$ cat src/rtl/single_transpose_pkg.sv
// single_transpose_pkg
// Shared types and helpers for the single-precision transpose stream.
//   state_e : single-bank sequencer states (FILL, DRAIN)
//   elem_t  : one 32-bit float element, routed without modification
//   cw(n)   : counter width for a bound n, never less than 1 bit
package single_transpose_pkg;

  typedef enum logic {
    FILL  = 1'b0,
    DRAIN = 1'b1
  } state_e;

  typedef logic [31:0] elem_t;

  function automatic int cw(input int n);
    return (n > 1) ? $clog2(n) : 1;
  endfunction

endpackage

$ cat src/rtl/single_transpose.sv
// single_transpose
// Purely combinational matrix transpose: m_out_o[j][i] = m_in_i[i][j].
// Ports:
//   m_in_i  : WIDTH x HEIGHT input matrix
//   m_out_o : HEIGHT x WIDTH transposed matrix
module single_transpose
  import single_transpose_pkg::*;
#(
  parameter int WIDTH  = 10,
  parameter int HEIGHT = 10
) (
  input  elem_t [WIDTH-1:0][HEIGHT-1:0] m_in_i,
  output elem_t [HEIGHT-1:0][WIDTH-1:0] m_out_o
);

  for (genvar i = 0; i < WIDTH; i++) begin : g_row
    for (genvar j = 0; j < HEIGHT; j++) begin : g_col
      assign m_out_o[j][i] = m_in_i[i][j];
    end
  end

endmodule

$ cat src/rtl/single_transpose_bank.sv
// single_transpose_bank
// WIDTH x HEIGHT element register array with one write port and the whole
// matrix presented on the output. Contents are intentionally not reset.
// Ports:
//   clk_i  : clock
//   en_i   : write enable
//   i_i    : row index of the element being written
//   j_i    : column index of the element being written
//   data_i : element to store
//   m_o    : full matrix contents
module single_transpose_bank
  import single_transpose_pkg::*;
#(
  parameter int WIDTH  = 10,
  parameter int HEIGHT = 10
) (
  input  logic                              clk_i,
  input  logic                              en_i,
  input  logic [cw(WIDTH)-1:0]              i_i,
  input  logic [cw(HEIGHT)-1:0]             j_i,
  input  elem_t                             data_i,
  output elem_t [WIDTH-1:0][HEIGHT-1:0]     m_o
);

  elem_t [WIDTH-1:0][HEIGHT-1:0] mem_q;

  always_ff @(posedge clk_i) begin
    if (en_i) begin
      mem_q[i_i][j_i] <= data_i;
    end
  end

  assign m_o = mem_q;

endmodule

$ cat src/rtl/single_transpose_stream.sv
// single_transpose_stream
// Accepts a WIDTH x HEIGHT matrix row-major (i outer, j inner), buffers it in
// a register bank and replays the transpose column-major (j outer, i inner).
// Optional feature macro: SINGLE_TRANSPOSE_PINGPONG_EN selects two banks for
// full-rate streaming; without it a single bank alternates FILL / DRAIN.
// Ports:
//   clk, reset            : clock, synchronous active-high reset
//   in_valid/in_ready     : input handshake; in_data element, in_last frame end
//   out_valid/out_ready   : output handshake; out_data element, out_last end
//   busy                  : partial frame being written or a bank holds data
//   err                   : sticky framing error (in_last misplaced/missing)
module single_transpose_stream
  import single_transpose_pkg::*;
#(
  parameter int WIDTH  = 10,
  parameter int HEIGHT = 10
) (
  input  logic        clk,
  input  logic        reset,
  input  logic        in_valid,
  output logic        in_ready,
  input  logic [31:0] in_data,
  input  logic        in_last,
  output logic        out_valid,
  input  logic        out_ready,
  output logic [31:0] out_data,
  output logic        out_last,
  output logic        busy,
  output logic        err
);

  localparam int IW = cw(WIDTH);
  localparam int JW = cw(HEIGHT);
  localparam logic [IW-1:0] I_MAX = IW'(WIDTH - 1);
  localparam logic [JW-1:0] J_MAX = JW'(HEIGHT - 1);
`ifdef SINGLE_TRANSPOSE_PINGPONG_EN
  localparam int NB = 2;
`else
  localparam int NB = 1;
`endif

  logic [IW-1:0] wi_q, ri_q;
  logic [JW-1:0] wj_q, rj_q;
  logic          err_q;
  logic          wr_fire, rd_fire, wr_final, rd_final;
  logic [NB-1:0] bank_we;
  logic [NB-1:0] full;

  elem_t [HEIGHT-1:0][WIDTH-1:0] tout [NB];
  elem_t [HEIGHT-1:0][WIDTH-1:0] sel_m;

  assign wr_final = (wi_q == I_MAX) && (wj_q == J_MAX);
  assign rd_final = (rj_q == J_MAX) && (ri_q == I_MAX);
  assign wr_fire  = in_valid && in_ready;
  assign rd_fire  = out_valid && out_ready;

  // Write counters (i outer, j inner), read counters (j outer, i inner),
  // and the sticky framing error.
  always_ff @(posedge clk) begin
    if (reset) begin
      wi_q  <= '0;
      wj_q  <= '0;
      ri_q  <= '0;
      rj_q  <= '0;
      err_q <= 1'b0;
    end else begin
      if (wr_fire) begin
        if (wj_q == J_MAX) begin
          wj_q <= '0;
          wi_q <= (wi_q == I_MAX) ? '0 : wi_q + 1'b1;
        end else begin
          wj_q <= wj_q + 1'b1;
        end
        // in_last must coincide exactly with the final element.
        if (in_last != wr_final) begin
          err_q <= 1'b1;
        end
      end
      if (rd_fire) begin
        if (ri_q == I_MAX) begin
          ri_q <= '0;
          rj_q <= (rj_q == J_MAX) ? '0 : rj_q + 1'b1;
        end else begin
          ri_q <= ri_q + 1'b1;
        end
      end
    end
  end

`ifdef SINGLE_TRANSPOSE_PINGPONG_EN
  logic [1:0] full_q;
  logic       wb_q, rb_q;

  // Write and read never target the same bank in one cycle: writing needs
  // the bank empty, reading needs it full.
  always_ff @(posedge clk) begin
    if (reset) begin
      full_q <= 2'b00;
      wb_q   <= 1'b0;
      rb_q   <= 1'b0;
    end else begin
      if (wr_fire && wr_final) begin
        full_q[wb_q] <= 1'b1;
        wb_q         <= ~wb_q;
      end
      if (rd_fire && rd_final) begin
        full_q[rb_q] <= 1'b0;
        rb_q         <= ~rb_q;
      end
    end
  end

  assign in_ready  = !full_q[wb_q] && !reset;
  assign out_valid = full_q[rb_q] && !reset;
  assign full      = full_q;
  assign bank_we   = {wr_fire && wb_q, wr_fire && !wb_q};
  assign sel_m     = tout[rb_q];
`else
  state_e state_q;
  logic   in_ready_q, out_valid_q;

  // state | meaning
  // FILL  | accepting input elements into the bank
  // DRAIN | bank full, replaying the transposed matrix
  always_ff @(posedge clk) begin
    if (reset) begin
      state_q     <= FILL;
      in_ready_q  <= 1'b1;
      out_valid_q <= 1'b0;
    end else begin
      case (state_q)
        FILL: begin
          if (wr_fire && wr_final) begin
            state_q     <= DRAIN;
            in_ready_q  <= 1'b0;
            out_valid_q <= 1'b1;
          end
        end
        DRAIN: begin
          if (rd_fire && rd_final) begin
            state_q     <= FILL;
            in_ready_q  <= 1'b1;
            out_valid_q <= 1'b0;
          end
        end
        default: begin
          state_q     <= FILL;
          in_ready_q  <= 1'b1;
          out_valid_q <= 1'b0;
        end
      endcase
    end
  end

  // Gating with reset keeps in_ready low during the reset cycle itself.
  assign in_ready  = in_ready_q && !reset;
  assign out_valid = out_valid_q && !reset;
  assign full      = out_valid_q;
  assign bank_we   = wr_fire;
  assign sel_m     = tout[0];
`endif

  for (genvar b = 0; b < NB; b++) begin : g_bank
    elem_t [WIDTH-1:0][HEIGHT-1:0] m;

    single_transpose_bank #(
      .WIDTH (WIDTH),
      .HEIGHT(HEIGHT)
    ) u_bank (
      .clk_i (clk),
      .en_i  (bank_we[b]),
      .i_i   (wi_q),
      .j_i   (wj_q),
      .data_i(in_data),
      .m_o   (m)
    );

    single_transpose #(
      .WIDTH (WIDTH),
      .HEIGHT(HEIGHT)
    ) u_transpose (
      .m_in_i (m),
      .m_out_o(tout[b])
    );
  end

  assign out_data = sel_m[rj_q][ri_q];
  assign out_last = out_valid && rd_final;
  assign busy     = (wi_q != '0) || (wj_q != '0) || (|full);
  assign err      = err_q;

endmodule

$ cat config.mk
export PLATFORM = sky130hd
export DESIGN_NAME = single_transpose_stream
export DESIGN_NICKNAME = d
export VERILOG_FILES = /design/src/rtl/single_transpose_pkg.sv /design/src/rtl/single_transpose.sv /design/src/rtl/single_transpose_bank.sv /design/src/rtl/single_transpose_stream.sv
export SDC_FILE = /design/constraint.sdc
export NUM_CORES = 2
export LEC_CHECK = 0
export BUFFER_PORTS_ARGS = -buffer_cell sky130_fd_sc_hd__buf_2
export CAP_MARGIN = 0
export CORE_MARGIN = 8
export CORE_UTILIZATION = 30
export CTS_CLUSTER_DIAMETER = 80
export DETAILED_ROUTE_END_ITERATION = 7
export GPL_TIMING_DRIVEN = 0
export SLEW_MARGIN = 10
export SYNTH_ARGS = -nofsm -noshare
export SYNTH_HDL_FRONTEND = slang
export SYNTH_SLANG_ARGS = --single-unit
$ cat constraint.sdc
create_clock -name clk -period 5.4 [get_ports clk]
set_input_delay 1.08 -clock clk [delete_from_list [all_inputs] [get_ports clk]]
set_output_delay 1.08 -clock clk [all_outputs]
set_load 0.01 [all_outputs]
==> results_dict.tcl <==
set metrics [dict create \
    hold_viol 0 \
    ys_ff_latch 3220 \
    core_mm2 0.415 \
    first_iter_violations 13300 \
    grtUsageMet2_pct 32.8 \
    first_global_vias 68700 \
    finalPower_w 0.0510 \
    pwr-share-comb_pct 1.6 \
    crit_top_cell "buf_2" \
    swShare_pct 20.8 \
    cp-start-kind "flip-flop" \
    seqPwrFrac_pct 53.9 \
    cts_tree "built" \
    period_needed_ns 5.55 \
    wire_per_inst_um 40.7 \
    first_pass_iters 6 \
    gr-usage-all-layers_pct 22.6 \
    ff2ff_setup_slack_ns 1.16 \
    ys.flop_type "edfxtp_1" \
    synthesis.area_mm2 0.125 \
    busiest_layer "met2" \
    gp_congestion 1.00 \
    drt-total-wl_um 513000 \
    clk_pin_slew_ns 0.06 \
    start_util_pct 30.1 \
    ctsHoldBuffers 0 \
    p_switching_w 0.0106 \
    die_x_um 661 \
    seq_area_frac_synth_pct 77.3 \
    path_cells "buf_6 -> buf_12 -> nor2b_1 -> buf_2 -> buf_4 -> a22oi_1 -> a31oi_1 -> a211oi_2 -> o22ai_4 -> nand2_1 -> buf_2" \
    drive_gt1_share_pct 27.3 \
    clkLatencyLatePin_ns 0.93 \
    maxCapViolCount 0 \
    use_met3_pct 8.24 \
    via_per_inst 5.80 \
    cts_sinks 3220 \
    synth-async-reset-ratio_pct 0 \
    clockPowerShare_pct 44.5 \
    grt_first_pass_wirelength_um 660000 \
    critPathKind "flip-flop to output port" \
    h-tree-depth 5 \
    antenna_found_initial 39 \
    period_share_pct 103 \
    max_slew.worst_pin.slew_ns 1.32 \
    cts-root-buf "clkbuf_16" \
    hp-class "flip-flop to flip-flop" \
    crit_required_ns 4.32 \
    cts_made_buffers 336 \
    dp_hpwl_um 367000 \
    skew_ns 0.0461 \
    cp_slowest_cell "o22ai_4" \
    cp_max_fo 12 \
    synth_edf_count 3200 \
    intPower_w 0.0404 \
    setup_viol 27 \
    ys_types 70 \
    endpoint_kind "output port" \
    worstPathArrival_ns 4.47 \
    ir_drop_uv 284 \
    max_slew_margin_pct 11.4 \
    fmax_ghz 0.180 \
    syn_inst 6206 \
    fin_util_pct 36.5 \
    drc 0 \
    die_h_um 661 \
    failed_checks "setup timing" \
    ioPinCount 74 \
    status "finished with violations" \
    vias 73100 \
    ys_warn_count 0 \
    timing.final.ws_setup_ns -0.150 \
    clockBufferDepth 4 \
    p_per_area_mw_per_mm2 337 \
    rows 237 \
    grt_remaining_overflow 0 \
    slowest_delay_ns 0.51 \
    area_growth_pct 21.3 \
    syn_avg_cell_area_um2 20.1 \
    dieArea_mm2 0.437 \
    slew_viol_final 0 \
    syn_nets 6243 \
    rsz0062_at_grt "yes" \
    grt_max_degree 81 \
    ant_nets 0 \
    p_leak_nw 44.6 \
    nets 6867 \
    io_buffer_count 73 \
    met1_usage_pct 28.1 \
]
-- path summary, 6_finish.rpt --
check,cells after the start,start,to
max,11,rj_q[0],out_data[1]
min,2,state_q,state_q
max reg2reg,5,in_ready_q,g_bank[0].u_bank.m_o[561]
min reg2reg,2,state_q,state_q
-- per-stage QoR --
step | instances | area, um2 | setup TNS (ns) | hold slack (ns) | worst slack, ns
after detailed placement | 12000 | 138000 | -22.65 | 0.529 | -0.996
after floorplan | 6206 | 125000 | 0 | 0.477 | 1.55
after global routing | 12600 | 151000 | -0.0622 | 0.534 | -0.0616
final | 12600 | 152000 | -1.55 | 0.544 | -0.150
after global placement | 11800 | 132000 | -4659.90 | 0.541 | -2.42
after CTS | 12600 | 151000 | -0.105 | 0.498 | -0.0273
-- state kept, by name (all words and copies together) (netlist names) --
| signal | cells |
|---|---|
| state_q | 1 |
| ri_q | 4 |
| wi_q | 4 |
| wj_q | 4 |
| rj_q | 4 |
| err | 1 |
| full | 1 |
| in_ready_q | 1 |
| g_bank.u_bank.m_o | 3200 |
-- synthesized netlist by cell type, drive strengths merged (8+ instances only) --
library cell     n  area share [%]
edfxtp        3200              77
nor2           212            0.64
nand2          117            0.35
a221o           21            0.17
o22ai           18           0.090
nor3            21           0.084
a211oi          23            0.14
nor2b           16           0.080
a31oi           26            0.13
a21oi          152            0.61
o221ai         127            0.89
nand3           48            0.19
and2             9           0.045
mux4           401             7.2
o21ai          152            0.61
mux2            84            0.76
a221oi         153             1.1
a22o             8           0.056
clkbuf         159            0.48
a22oi           83            0.50
buf            229             1.4
o311ai          11           0.077
mux2i          781             6.3
o21a            12           0.072
o311a            8           0.064
o211ai          16           0.096
dfxtp           20            0.32
-- critical path, delay by kind of cell, from the launching register on --
family | cells | cell delay (ns)
buffers and inverters | 5 | 1.47
AOI/OAI and AO/OA | 4 | 1.24
and+or+nand+nor | 2 | 0.40
DFF | 1 | 0.33
-- cells by family after synthesis --
kind of cell              synth area share, %
muxes                                    14.2
xor gates and xnor gates               0.0631
DFF                                      77.3
buffers and inverters                    1.84
and+or+nand+nor                          1.59
AOI/OAI and AO/OA                        4.98
-- power by group through the flow --
| stage | logic (W) | registers [W] | clock network, W |
|---|---|---|---|
| after global placement | 0.000640 | 0.0281 | 0 |
| after global routing | 0.000839 | 0.0275 | 0.0236 |
| after CTS | 0.000806 | 0.0275 | 0.0227 |
| after detailed placement | 0.000778 | 0.0280 | 0 |
| final | 0.000842 | 0.0275 | 0.0227 |
| after floorplan | 0.0000663 | 0.0280 | 0 |
-- area by class of cell --
cell class              instances  area, um2
clock inverters               187       1660
diodes                         21       52.6
fillers                     37600     264000
repair buffers                291       5280
well taps                    5497       6880
flip-flops and latches       3220      96500
multi-input cells            2595      29000
plain buffers                 382       3290
clock buffers                 423       8880
inverters                       4       18.8
-- repair_timing --
| item | CTS | global route |
|---|---|---|
| buffers inserted | 4 | 2 |
| resized for setup | 670 | 89 |
| gates cloned | 1 | 0 |
| hold endpoints to repair | 0 | 0 |
| pin swaps | 27 | 19 |
| setup endpoints to repair | 33 | 29 |
-- layout by cell type, fill, tap and decap left out, types with 101 or more instances in the layout --
master / Yosys / layout
clkbuf_1: 159 / 112
buf_4: 78 / 101
o21ai_0: 144 / 118
mux2i_1: 781 / 758
a221oi_1: 149 / 126
edfxtp_1: 3200 / 3200
nor2_4: 0 / 106
mux4_2: 401 / 401
buf_12: 2 / 145
clkbuf_16: 0 / 342
nand2_1: 117 / 114
a21oi_1: 152 / 137
-- routing by layer --
| layer | wire, um | vias to the layer above | share of wire, % |
|---|---|---|---|
| met4 | 44800 | 16 | 8.7 |
| met5 | 276 | - | 0.054 |
| met2 | 215000 | 6119 | 42 |
| met3 | 72900 | 1357 | 14 |
| li1 | - | 27200 | - |
| met1 | 180000 | 38500 | 35 |
Note: power is estimated with default switching activity, not from simulation.
